[src/rtl/pixel_serializer_pkg.sv]
// Shared pixel-depth definitions for the display pipeline (dot shifter, sprite path).
package cgia_pkg;

  typedef enum logic [1:0] {
    MODE_1BPP = 2'd0,
    MODE_2BPP = 2'd1,
    MODE_4BPP = 2'd2,
    MODE_8BPP = 2'd3
  } mode_e;

  function automatic int unsigned bpp(input logic [1:0] mode);
    return 32'd1 << mode;
  endfunction

  function automatic int unsigned ppw(input logic [1:0] mode, input int unsigned data_w);
    return data_w >> mode;
  endfunction

endpackage

[src/rtl/pixel_serializer_pixel_select.sv]
// Picks the top bpp bits of a shift register and zero-extends them to a colour index.
module pixel_select
  import cgia_pkg::*;
#(
  parameter int unsigned DATA_W  = 16,
  parameter int unsigned COLOR_W = 8
) (
  input  logic [DATA_W-1:0]  i_sr,
  input  mode_e              i_mode,
  output logic [COLOR_W-1:0] o_pix
);

  always_comb begin
    o_pix = '0;
    unique case (i_mode)
      MODE_1BPP: o_pix[0:0] = i_sr[DATA_W-1 -: 1];
      MODE_2BPP: o_pix[1:0] = i_sr[DATA_W-1 -: 2];
      MODE_4BPP: o_pix[3:0] = i_sr[DATA_W-1 -: 4];
      MODE_8BPP: o_pix[7:0] = i_sr[DATA_W-1 -: 8];
    endcase
  end

endmodule

[src/rtl/pixel_serializer.sv]
// Display word to colour-index serializer with a one-word holding buffer so the
// fetch engine can stay a word ahead; supports 1/2/4/8 bpp and horizontal repeat.
module pixel_serializer
  import cgia_pkg::*;
#(
  parameter int unsigned DATA_W  = 16,
  parameter int unsigned COLOR_W = 8,
  parameter int unsigned HREP_W  = 2
) (
  input  logic               dotclk_i,
  input  logic               reset_i,
  input  logic [1:0]         mode_i,
  input  logic [HREP_W-1:0]  hrep_i,
  input  logic               en_i,
  input  logic               flush_i,
  input  logic [DATA_W-1:0]  dat_i,
  input  logic               dat_valid_i,
  output logic               dat_ready_o,
  output logic [COLOR_W-1:0] color_o,
  output logic               color_valid_o,
  output logic               underrun_o
);

  localparam int unsigned CNT_W = $clog2(DATA_W + 1);

  logic [DATA_W-1:0]  r_sr,       w_sr_nxt;
  logic [DATA_W-1:0]  r_hold,     w_hold_nxt;
  logic [CNT_W-1:0]   r_pix_cnt,  w_pix_nxt;
  logic [HREP_W-1:0]  r_rep_cnt,  w_rep_nxt;
  logic               r_hold_full, w_hf_nxt;
  mode_e              r_mode_q,   w_mode_nxt;
  logic [HREP_W-1:0]  r_hrep_q,   w_hrep_nxt;
  logic [COLOR_W-1:0] r_color,    w_color_nxt;
  logic               r_cvalid,   w_cvalid_nxt;
  logic               r_under,    w_under_nxt;

  logic               w_accept;
  logic               w_last_dot;
  logic               w_sr_empty_nxt;
  logic               w_load;
  logic [DATA_W-1:0]  w_load_word;
  logic [COLOR_W-1:0] w_pix;

  pixel_select #(
    .DATA_W  (DATA_W),
    .COLOR_W (COLOR_W)
  ) u_pixel_select (
    .i_sr   (r_sr),
    .i_mode (r_mode_q),
    .o_pix  (w_pix)
  );

  assign dat_ready_o    = ~r_hold_full & ~flush_i & ~reset_i;
  assign w_accept       = dat_valid_i & dat_ready_o;
  assign w_last_dot     = en_i && (r_pix_cnt == CNT_W'(1)) && (r_rep_cnt == r_hrep_q);
  assign w_sr_empty_nxt = (r_pix_cnt == '0) || w_last_dot;
  // Hold always drains first; a fresh word bypasses only when hold is empty.
  assign w_load         = w_sr_empty_nxt && (r_hold_full || w_accept);
  assign w_load_word    = r_hold_full ? r_hold : dat_i;

  always_comb begin
    w_sr_nxt     = r_sr;
    w_hold_nxt   = r_hold;
    w_pix_nxt    = r_pix_cnt;
    w_rep_nxt    = r_rep_cnt;
    w_hf_nxt     = r_hold_full;
    w_mode_nxt   = r_mode_q;
    w_hrep_nxt   = r_hrep_q;
    w_color_nxt  = '0;
    w_cvalid_nxt = 1'b0;
    w_under_nxt  = 1'b0;

    if (flush_i) begin
      w_sr_nxt  = '0;
      w_pix_nxt = '0;
      w_rep_nxt = '0;
      w_hf_nxt  = 1'b0;
    end else begin
      if (en_i) begin
        if (r_pix_cnt != '0) begin
          w_color_nxt  = w_pix;
          w_cvalid_nxt = 1'b1;
          if (r_rep_cnt == r_hrep_q) begin
            w_rep_nxt = '0;
            w_sr_nxt  = r_sr << bpp(r_mode_q);
            w_pix_nxt = r_pix_cnt - CNT_W'(1);
          end else begin
            w_rep_nxt = r_rep_cnt + HREP_W'(1);
          end
        end else begin
          w_under_nxt = 1'b1;
        end
      end

      if (w_load) begin
        w_sr_nxt   = w_load_word;
        w_mode_nxt = mode_e'(mode_i);
        w_hrep_nxt = hrep_i;
        w_pix_nxt  = CNT_W'(ppw(mode_i, DATA_W));
        w_rep_nxt  = '0;
        w_hf_nxt   = 1'b0;
      end

      if (w_accept && !w_sr_empty_nxt) begin
        w_hold_nxt = dat_i;
        w_hf_nxt   = 1'b1;
      end
    end
  end

  always_ff @(posedge dotclk_i or posedge reset_i) begin
    if (reset_i) begin
      r_sr        <= '0;
      r_hold      <= '0;
      r_pix_cnt   <= '0;
      r_rep_cnt   <= '0;
      r_hold_full <= 1'b0;
      r_mode_q    <= MODE_1BPP;
      r_hrep_q    <= '0;
      r_color     <= '0;
      r_cvalid    <= 1'b0;
      r_under     <= 1'b0;
    end else begin
      r_sr        <= w_sr_nxt;
      r_hold      <= w_hold_nxt;
      r_pix_cnt   <= w_pix_nxt;
      r_rep_cnt   <= w_rep_nxt;
      r_hold_full <= w_hf_nxt;
      r_mode_q    <= w_mode_nxt;
      r_hrep_q    <= w_hrep_nxt;
      r_color     <= w_color_nxt;
      r_cvalid    <= w_cvalid_nxt;
      r_under     <= w_under_nxt;
    end
  end

  assign color_o       = r_color;
  assign color_valid_o = r_cvalid;
  assign underrun_o    = r_under;

endmodule

[config.mk]
export PLATFORM = sky130hd
export DESIGN_NAME = pixel_serializer
export DESIGN_NICKNAME = d
export VERILOG_FILES = /design/src/rtl/pixel_serializer_pkg.sv /design/src/rtl/pixel_serializer_pixel_select.sv /design/src/rtl/pixel_serializer.sv
export SDC_FILE = /design/constraint.sdc
export NUM_CORES = 1
export LEC_CHECK = 0
export CAP_MARGIN = 25
export CORE_ASPECT_RATIO = 1.25
export CORE_UTILIZATION = 55
export CTS_CLUSTER_SIZE = 30
export DETAILED_ROUTE_END_ITERATION = 16
export GPL_ROUTABILITY_DRIVEN = 0
export MAX_ROUTING_LAYER = met4
export PLACE_DENSITY = 0.79
export REMOVE_ABC_BUFFERS = 1
export SLEW_MARGIN = 30
export SYNTH_ARGS = -nofsm -noshare
export SYNTH_HDL_FRONTEND = slang
export SYNTH_SLANG_ARGS = --single-unit
[constraint.sdc]
create_clock -name dotclk_i -period 2.93 [get_ports dotclk_i]
set_input_delay 0.4395 -clock dotclk_i [delete_from_list [all_inputs] [get_ports dotclk_i]]
set_output_delay 0.4395 -clock dotclk_i [all_outputs]
set_load 0.1 [all_outputs]
**Word level (Yosys, flattened, before mapping)**

Index checks and enable logic that the tools add are counted.

- Add/sub/neg operators: 2
- Equal/unequal tests: 5
- Shifts and indexed selects: 3
- Mux-type cells: 32
- Bitwise logic cells: 6
- Reductions and logical operators: 18

Operator list:

| operator | count |
|---|---|
| 16-bit two-way mux | 6 |
| 1-bit by 2-bit << shifter with 32-bit output (first input constant) | 1 |
| 16-bit by 32-bit << shifter with 16-bit output | 1 |
| 5-bit two-way mux | 5 |
| 8-bit two-way mux | 3 |
| 3-bit nonzero test | 4 |
| 2-bit two-way mux | 5 |
| 1-bit two-way mux | 9 |
| 2-bit AND reduction | 3 |
| 5-bit by 1-bit == test with 1-bit output (second input constant) | 1 |
| 5-bit logical NOT | 1 |
| 5-bit nonzero test | 1 |
| 5-bit by 2-bit right shift with 5-bit output (first input constant) | 1 |
| 5-bit by 1-bit subtractor with 5-bit output (second input constant) | 1 |
| 2-bit == test (second input constant) | 2 |
| 1-bit logical AND | 4 |
| 4-bit two-way mux | 1 |
| 1-bit case mux with 4 select lines | 1 |
| 2-bit case mux with 2 select lines | 1 |
| 1-bit bitwise AND | 3 |
| 1-bit NOT | 3 |
| 1-bit case mux with 3 select lines | 1 |
| 3-bit AND reduction | 1 |
| 2-bit by 1-bit adder with 2-bit output (second input constant) | 1 |
| other kinds (5) | 6 |

- Bits in registers: 54
- Input port bits: 25
- Output and inout port bits: 11
- Logic and storage cells: 76

**Longest topological paths before layout**

Gate-level depths: netlist (run 1).

- Word-level depth: 9
- Mapped depth: 10
- Depth with buffers taken out: 7

**By module**

A second synthesis (run 1) with hierarchy kept.

- Cells, all modules: 258
- Area, all modules: 3020.4 um2

By module, submodules not included:

| module | instances | cells an instance | area each (um2) |
|---|---|---|---|
| pixel_serializer | 1 | 244 | 2895.3 |
| pixel_select | 1 | 14 | 125.1 |

**Worst setup path before layout (run 1)**

No wires, ideal clock.

- Path type: reg2reg
- Start point: register r_hold_full
- End point: register r_hold[0]
- Library setup time: 0.125 ns
- Arrival: 3.861 ns
- Required time: 2.805 ns
- Slack: -1.056 ns
- Stages on the path, launching flop included: 6
- Buffers on the path: 2
- Clock period less this slack: 3.986 ns
- Cell sequence: dfrtp_1 > clkbuf_1 > nor3_1 > o211ai_2 > buf_2 > mux2_2

- Cells in the longest elaborated chain, start to end: 6

RTL lines:

| element | RTL line | source |
|---|---|---|
| start: declaration | pixel_serializer.sv:30 | `logic r_hold_full, w_hf_nxt;` |
| start signal: assignment | pixel_serializer.sv:128 | `r_hold_full <= w_hf_nxt;` |
| 1-bit NOT | pixel_serializer.sv:53 | `assign dat_ready_o = ~r_hold_full & ~flush_i & ~reset_i;` |
| 1-bit bitwise AND (2 in series) | pixel_serializer.sv:53 |  |
| named net dat_ready_o | pixel_serializer.sv:18 | `output logic dat_ready_o,` |
| 1-bit bitwise AND | pixel_serializer.sv:54 | `assign w_accept = dat_valid_i & dat_ready_o;` |
| 1-bit logical AND | pixel_serializer.sv:104 | `if (w_accept && !w_sr_empty_nxt) begin` |
| 2-bit AND reduction (no source line) | - |  |
| end signal: assignment | pixel_serializer.sv:125 | `r_hold <= w_hold_nxt;` |
| end: declaration | pixel_serializer.sv:27 | `logic [DATA_W-1:0] r_hold, w_hold_nxt;` |

The timed path passes the listed nets, and every way through them passes these cells.
A chain may end at the register's enable or synchronous reset.

**Worst setup path after layout (run 1)**

- Start point: register r_pix_cnt[0]
- End point: register r_sr[5]

- Cells in the longest elaborated chain, start to end: 7
- Elaborated cells on any way between the ends: 13

RTL lines:

| element | RTL line | source |
|---|---|---|
| start: declaration | pixel_serializer.sv:28 | `logic [CNT_W-1:0] r_pix_cnt, w_pix_nxt;` |
| start signal: assignment | pixel_serializer.sv:126 | `r_pix_cnt <= w_pix_nxt;` |
| 5-bit by 1-bit == test with 1-bit output | pixel_serializer.sv:55 | `assign w_last_dot = en_i && (r_pix_cnt == CNT_W'(1)) && (r_rep_cnt == r_hrep_q);` |
| 1-bit logical AND (2 in series) | pixel_serializer.sv:55 |  |
| 1-bit logical OR | pixel_serializer.sv:56 | `assign w_sr_empty_nxt = (r_pix_cnt == '0) \|\| w_last_dot;` |
| 1-bit logical AND | pixel_serializer.sv:58 | `assign w_load = w_sr_empty_nxt && (r_hold_full \|\| w_accept);` |
| 3-bit nonzero test (no source line) or 16-bit two-way mux (tied branches) | - |  |
| 3-bit AND reduction (no source line) or 16-bit two-way mux (tied branches) | - |  |
| end signal: assignment | pixel_serializer.sv:124 | `r_sr <= w_sr_nxt;` |
| end: declaration | pixel_serializer.sv:26 | `logic [DATA_W-1:0] r_sr, w_sr_nxt;` |

Several ways; a longest one is shown, not always the timed one.

==> out/metrics.cfg, run 1 <==
[clocking]
cts-root-buf=clkbuf_8
cts_tree=done
cts_buffer_depth=2
htreeDepth=2
clk_pin_slew_ns=0.09
cts_sinks=54
cts_made_buffers=5
clkLatencyLatePin_ns=0.31
post-cts-setup-buffers=0
cts_hold_buf=0
cts-resized-gates=0

[sta]
setup_viol=0
finalHoldViolCount=0
rsz0062_at_grt=no
finalCriticalPeriod_ns=2.54
relSlewSlack_pct=47.2
finClkSkew_ns=0.00742
whs_ns=0.506
finalWorstSetupSlack_ns=0.386
finalCritPeriodShare_pct=86.8
maxSlewViolCount=0
worstMarginPinSlew_ns=0.792
fmax_mhz=393

[grt]
use_met2_pct=40.7
antenna_found_initial=0
grt_use_met1_pct=33.6
grt_start_max_net_pins=37
use_met3_pct=4.78
grt_use_total_pct=25.9
grt_busiest_layer=met2
grt_pass1_wl_um=10700
grt_overflow=0
grt_pass1_vias=2182

[synth]
async_reset_ff_share_pct=100
avgSynthCellArea_um2=11.2
synth_warnings=0
ys_ff_latch=54
yosys.area.top_type_share_pct=45.9
synth_area_um2=2940
ys_seq_area_share_pct=45.9
synth_cells=263
ys_top_cells_by_area=dfrtp_1 46%, mux2_2 9.9%, mux4_2 6.9%
synth_cell_types=47
synth_ff_type=dfrtp_1
synth_edf_count=0
synth_top_area_cell=dfrtp_1

[placement]
place_ws_ns=0.166
dp_hpwl_um=4210
dpl_cell_area_um2=3370
io_buffers=35

[critical_path]
crit_chain=inv_1 > ha_1 > or4b_1 > and4_4 > nor3_4 > nor2_1 > a32o_1
r2r_cells=7
reg2reg_slack_ns=0.39
max_stage_delay_ns=0.58
cp-start-kind=flip-flop
cp_max_fo=14
crit_slowest_cell=or4b_1
crit_type=reg -> reg
crit_cells=7
cp.required_ns=3.13
crit_buf_inv=1
cp.arrival_ns=2.74
cpLargestDelayFamily=simple AND/OR/NAND/NOR gates
endpoint_kind=flip-flop

[routing]
drt_first_iter_violations=187
via_count=2141
finalWirelength_um=6030
routed_via_density=5.91
wl_per_cell_um=16.7
drc=0
drtAntennaViolNets=0
first_pass_iters=4

[die]
die_h_um=83.8
start_util_pct=57.5
die_area_um2=5650
num_rows=29
fp.coreArea_um2=5120
die_x_um=67.4
ioPinCount=36

[finish]
final_cell_area_um2=3460
fillCellCount=396
drive_gt1_share_pct=23.3
fin_util_pct=67.7
area_growth_pct=17.6
antenna-diode-count=0
fin_nets=327

[worst_hold_path]
worst_hold_path_type=in -> async

[power]
p_total_uw=3360
powerDensity_nw_per_um2=970
peakVddDrop_mv=0.472
p_leak_uw=0.00145

[outcome]
status=complete, no violations

[job]
drv_cap=0

==> cells in the final DEF (no fill, tap or decap), types with 4 or more instances in the layout <==
cell / count
dfrtp_1: 54
mux2_2: 26
clkdlybuf4s50_1: 24
nand2_1: 20
nor2_1: 20
buf_4: 19
mux2i_1: 15
inv_1: 10
mux4_2: 9
nor2b_1: 9
a211oi_1: 8
o21ai_0: 8
a21oi_1: 7
a311oi_1: 7
clkbuf_8: 6
nand3b_1: 5
xnor2_1: 4
==> per-stage QoR <==
stage / instances / TNS [ns]
after floorplan: 247 / -23.31
after global placement: 354 / 0
final: 362 / 0
after global routing: 362 / 0
after CTS: 362 / 0
after detailed placement: 354 / 0
==> flip-flops by register name, indices dropped and copies added (netlist names) <==
| signal | count |
|---|---|
| r_hold_full | 1 |
| r_hrep_q | 2 |
| r_rep_cnt | 2 |
| color_o | 8 |
| r_pix_cnt | 5 |
| r_hold | 16 |
| color_valid_o | 1 |
| r_sr | 16 |
| underrun_o | 1 |
| r_mode_q | 2 |
==> area by class of cell <==
cell class | count | area (µm²) | area share (%)
Timing Repair Buffer | 45 | 423 | 12.2
Sequential cell | 54 | 1350 | 39.0
Clock buffer | 7 | 86.3 | 2.49
Inverter | 11 | 41.3 | 1.19
Multi-Input combinational cell | 182 | 1480 | 42.7
Clock inverter | 1 | 5.00 | 0.145
Tap cell | 62 | 77.6 | 2.24
==> path summary, 6_finish.rpt <==
path / endpoint / start
min in group dotclk_i: r_hold[3] / r_hold[3]
min: r_hrep_q[0] / reset_i
max in group asynchronous: r_hold[10] / reset_i
min reg2reg: r_hold[3] / r_hold[3]
max reg2reg: r_sr[5] / r_pix_cnt[0]
max: r_sr[5] / r_pix_cnt[0]
==> power by group <==
group          total [µW]  switching (µW)  internal (µW)  leakage (µW)
Combinational        1550             791            763      0.000688
Clock                 424             233            191     0.0000482
Sequential           1380             354           1030      0.000709
==> worst register-to-register path: stages (launching register included) <==
cell and delay, ns:
dfrtp_1 0.44, inv_1 0.10, ha_1 0.25, or4b_1 0.58
and4_4 0.33, nor3_4 0.36, nor2_1 0.11, a32o_1 0.27
==> per-layer routing <==
layer	part of all wire, %	routed length [µm]
met2	51	3060
met5	0	0
met4	1.6	99
met1	44	2640
met3	3.8	227
==> Yosys cell counts, drive strengths merged (2+ instances only) <==
master	instances
dfrtp	54
mux2	26
nand2	20
nor2	20
mux2i	15
inv	11
a211oi	9
clkbuf	9
mux4	9
nor2b	9
o21ai	9
a21oi	7
a311oi	7
buf	7
nand3b	5
nor3	4
xnor2	4
ha	3
nand2b	3
nand3	3
o211ai	3
a211o	2
a22oi	2
a32o	2
and2	2
nor4	2
or4	2
xor2	2
==> cell families (layout without fill, tap and decap cells) <==
group / Yosys count / after routing / share of synthesized area [%]
buf+inv: 27 / 64 / 3.87
mux: 50 / 50 / 21.9
xor+xnor: 6 / 6 / 1.78
fa+ha+maj: 3 / 3 / 1.28
compound gates: 45 / 45 / 11.1
simple gates: 78 / 78 / 14.2
flops: 54 / 54 / 45.9
Power figures use the tool's default switching activity.
==> run 2: changes to the inputs <==
ABC_AREA = 1   (was not set)
PLACE_DENSITY = 0.78   (was 0.79)
==> out/metrics.cfg, run 2 <==
[outcome]
status=complete, no violations

[sta]
whs_ns=0.493
setup_viol=0
rsz0062_at_grt=no
worstMarginPinSlew_ns=0.864
relSlewSlack_pct=42.3
finClkSkew_ns=0.00765
tns_ns=0
finalCritPeriodShare_pct=73.0
finalCriticalPeriod_ns=2.14
finalHoldViolCount=0
maxSlewViolCount=0
fmax_mhz=467
finalWorstSetupSlack_ns=0.790

[finish]
drive_gt1_share_pct=8.96
final_cell_mix=154 x nand2_1, 54 x dfrtp_1, 43 x o21ai_0
antenna-diode-count=0
fin_nets=496
mostFrequentLayoutCell=nand2_1
area_growth_pct=14.5
final_cells=533

[grt]
grt_use_met1_pct=33.5
grt_use_total_pct=28.0
grt_busiest_layer=met2
grt_pass1_wl_um=13100
grt_pass1_vias=2829
grt_start_max_net_pins=55
antenna_found_initial=0
use_met2_pct=47.0
grt_overflow=0
use_met3_pct=4.19

[clocking]
cts_hold_buf=0
clkLatencyLatePin_ns=0.31
cts_tree=done
clk_pin_slew_ns=0.10
cts-root-buf=clkbuf_8
cts_sinks=54
post-cts-setup-buffers=0
htreeDepth=2
cts-resized-gates=0
cts_made_buffers=5
cts_buffer_depth=2

[critical_path]
crit_start=r_pix_cnt[0]
r2r_start=r_pix_cnt[0]
r2r_end=r_sr[3]
critPathCapture=r_sr[3]
r2r_cells=9
cp.required_ns=3.18
cp-start-kind=flip-flop
cp.arrival_ns=2.39
cp_max_fo=22
crit_type=reg -> reg
reg2reg_slack_ns=0.79
endpoint_kind=flip-flop

[synth]
avgSynthCellArea_um2=7.15
synth_warnings=0
synth_ff_type=dfrtp_1
yosysMostFrequentCell=nand2_1
synth_cell_types=35
ys_seq_area_share_pct=43.0
ys_top_cells_by_area=dfrtp_1 43%, nand2_1 18%, o21ai_0 6.9%
ys_ff_latch=54
synth_top_area_cell=dfrtp_1
synth_edf_count=0
async_reset_ff_share_pct=100
synth_area_um2=3140
synth_cells=439
synth_common_cells=154 x nand2_1, 54 x dfrtp_1, 43 x o21ai_0
yosys.area.top_type_share_pct=43.0

[worst_hold_path]
worst_hold_path_type=reg -> reg

[power]
powerDensity_nw_per_um2=910
p_leak_uw=0.00180
p_total_uw=3270
peakVddDrop_mv=0.444

[die]
start_util_pct=57.3
die_area_um2=6020
fp.coreArea_um2=5480
die_x_um=69.6
num_rows=30
ioPinCount=36
die_h_um=86.5

[job]
drv_cap=0

[placement]
dp_hpwl_um=5270
dp_cells=525
place_ws_ns=0.530
io_buffers=35

[routing]
drt_first_iter_violations=315
drc=0
routed_via_density=5.55
drtAntennaViolNets=0
first_pass_iters=5
finalWirelength_um=7410
wl_per_cell_um=13.9
via_count=2957

[run 2: through the flow]
stage / utilization, % / cell area (µm²)
finish: 65.6 / 3600
global route: 65.6 / 3600
CTS: 65.6 / 3600
detailed placement: 63.7 / 3490
global placement: 63.7 / 3490
floorplan: - / 3060
[run 2: kinds of logic after synthesis]
kind of cell    Yosys count  synth area share, %
simple gates            236                 32.4
compound gates           79                 14.3
buf+inv                  64                 8.21
flops                    54                 43.0
xor+xnor                  3                0.837
fa+ha+maj                 3                 1.20
[run 2: layout make-up]
cell class | count | area [µm²]
Tap cell | 64 | 80.1
Clock buffer | 7 | 96.3
Timing Repair Buffer | 39 | 353
Inverter | 47 | 176
Fill cell | 497 | 1880
Clock inverter | 1 | 8.76
Sequential cell | 54 | 1350
Multi-Input combinational cell | 321 | 1530
[run 2: how the worst min path moves through the flow]
stage / start / end / cells after the start
floorplan: r_pix_cnt[4] / r_pix_cnt[4] / 2
global placement: r_hold[0] / r_hold[0] / 2
detailed placement: r_pix_cnt[4] / r_pix_cnt[4] / 2
CTS: r_pix_cnt[4] / r_pix_cnt[4] / 2
global route: r_hold[7] / r_hold[7] / 2
finish: r_pix_cnt[4] / r_pix_cnt[4] / 2
[run 2: worst max-delay path: stages, from the launching register on]
cell and delay (ns):
dfrtp_1 0.42, inv_1 0.09, ha_1 0.21, nand3_1 0.17
nand2_4 0.15, nand2_4 0.24, nand2_2 0.14, a21oi_4 0.45
nand2_1 0.11, nand2_1 0.09
[run 2: metal layers]
layer / part of all wire [%] / wire (µm)
met1: 42 / 3120
met2: 50 / 3730
met3: 4.9 / 363
met4: 2.7 / 197
met5: 0 / 0
[run 2: report_power, final]
part	internal, µW	switching (µW)
registers	995	243
logic	521	1050
clock network	217	253
total	1730	1540
==> run 3: changes to the inputs <==
clock period = 2 ns   (was 2.93 ns; I/O delays follow)
==> out/metrics.cfg, run 3 (synthesized netlist as in run 2, its figures left out) <==
[finish]
area_growth_pct=18.4
fillCellCount=479
drive_gt1_share_pct=10.5
final_cell_mix=154 x nand2_1, 53 x dfrtp_1, 43 x o21ai_0
fin_util_pct=67.8
fin_nets=505
antenna-diode-count=0
mostFrequentLayoutCell=nand2_1
final_cells=542

[critical_path]
r2r_end=color_o[3]
r2r_cells=7
crit_start=r_pix_cnt[0]
cp.arrival_ns=2.09
critPathCapture=color_o[3]
r2r_start=r_pix_cnt[0]
cp.required_ns=2.20
crit_type=reg -> reg
cp_common_cell=inv_1
crit_slowest_cell=dfrtp_1
cp_max_fo=6
cp-start-kind=flip-flop
max_stage_delay_ns=0.42
reg2reg_slack_ns=0.11
crit_chain=inv_1 > ha_1 > nand3_1 > nand2_1 > nor2_1 > inv_1 > o32ai_1
endpoint_kind=flip-flop

[sta]
worstMarginPinSlew_ns=0.679
relSlewSlack_pct=54.7
fmax_mhz=529
tns_ns=0
finalHoldViolCount=0
finalCriticalPeriod_ns=1.89
setup_viol=0
finClkSkew_ns=0.00638
whs_ns=0.498
finalCritPeriodShare_pct=94.6
rsz0062_at_grt=no
maxSlewViolCount=0

[power]
p_total_uw=4990
peakVddDrop_mv=0.613
p_leak_uw=0.00186
powerDensity_nw_per_um2=1340

[grt]
use_met2_pct=48.9
grt_busiest_layer=met2
use_met3_pct=4.07
grt_overflow=0
antenna_found_initial=0
grt_start_max_net_pins=55
grt_use_met1_pct=31.7
grt_pass1_wl_um=13000
grt_use_total_pct=27.9
grt_pass1_vias=2810

[outcome]
status=complete, no violations

[routing]
routed_via_density=5.60
drc=0
via_count=3036
first_pass_iters=5
finalWirelength_um=7710
drt_first_iter_violations=278
drtAntennaViolNets=0
wl_per_cell_um=14.2

[die]
ioPinCount=36
start_util_pct=57.3
fp.coreArea_um2=5480
die_area_um2=6020
num_rows=30
die_h_um=86.5
die_x_um=69.6

[placement]
dp_cells=533
dp_hpwl_um=5510
io_buffers=35

[clocking]
clkLatencyLatePin_ns=0.30
htreeDepth=2
cts_sinks=54
cts_hold_buf=0
cts_made_buffers=5
cts_buffer_depth=2
cts_tree=done
clk_pin_slew_ns=0.10
cts-root-buf=clkbuf_8

[worst_hold_path]
worst_hold_path_type=reg -> reg

[job]
drv_cap=0

## run 3: changes by cell type in the layout (fill, tap and decap cells not counted)
| cell | change |
|---|---|
| clkinv_4 | -1 |
| clkbuf_8 | -2 |
| bufinv_16 | +1 |
| dfrtp_2 | +1 |
| clkbuf_1 | +2 |
| buf_12 | +4 |
| dfrtp_1 | -1 |
| buf_4 | +5 |
## run 3: layer usage
layer  wire length [µm]  up-vias
met5                  0        -
met2               3920      129
met4                241        0
li1                   -     1493
met1               3180     1391
met3                377       23
## run 3: power by group
part,switching [µW],internal (µW)
clock,346,375
combinational,1590,868
sequential,349,1460
total,2290,2700
## run 3: final cells by class
| type | instances | area (µm²) | area share, % |
|---|---|---|---|
| multi-input combinational | 321 | 1530 | 41.2 |
| sequential | 54 | 1350 | 36.4 |
| tap | 64 | 80.1 | 2.15 |
| timing repair buffer | 48 | 470 | 12.7 |
| clock inverter | 1 | 30.0 | 0.808 |
| inverter | 47 | 176 | 4.75 |
| clock buffer | 7 | 76.3 | 2.05 |
## run 3: worst min path at each step
stage / from / endpoint / slack (ns) / cells past startpoint
finish: r_hold[3] / r_hold[3] / 0.50 / 2
detailed placement: r_hold[3] / r_hold[3] / 0.48 / 2
floorplan: flush_i / color_valid_o / 0.40 / 1
global route: r_hold[0] / r_hold[0] / 0.52 / 2
CTS: r_hold[3] / r_hold[3] / 0.50 / 2
global placement: r_pix_cnt[4] / r_pix_cnt[4] / 0.47 / 2
## run 3: per-stage QoR
step           cell area [µm²]  setup WS (ns)
3_3_place_gp              3590         0.0704
2_1_floorplan             3060          -1.08
6_report                  3720          0.108
4_1_cts                   3700         0.0734
5_1_grt                   3720         0.0305
3_5_place_dp              3590        0.00338
## run 3: critical path: cells and delay by family, from the launching register on
family,cells,cell delay [ns]
and+or+nand+nor,3,0.63
adders and majority gates,1,0.20
DFF,1,0.42
buffers and inverters,2,0.27
AOI/OAI and AO/OA,1,0.27
## run 3: repair_timing
action                     4_1_cts  5_1_grt
setup endpoints to repair        0       19
buffers inserted                 0        1
gates resized for setup          0        1
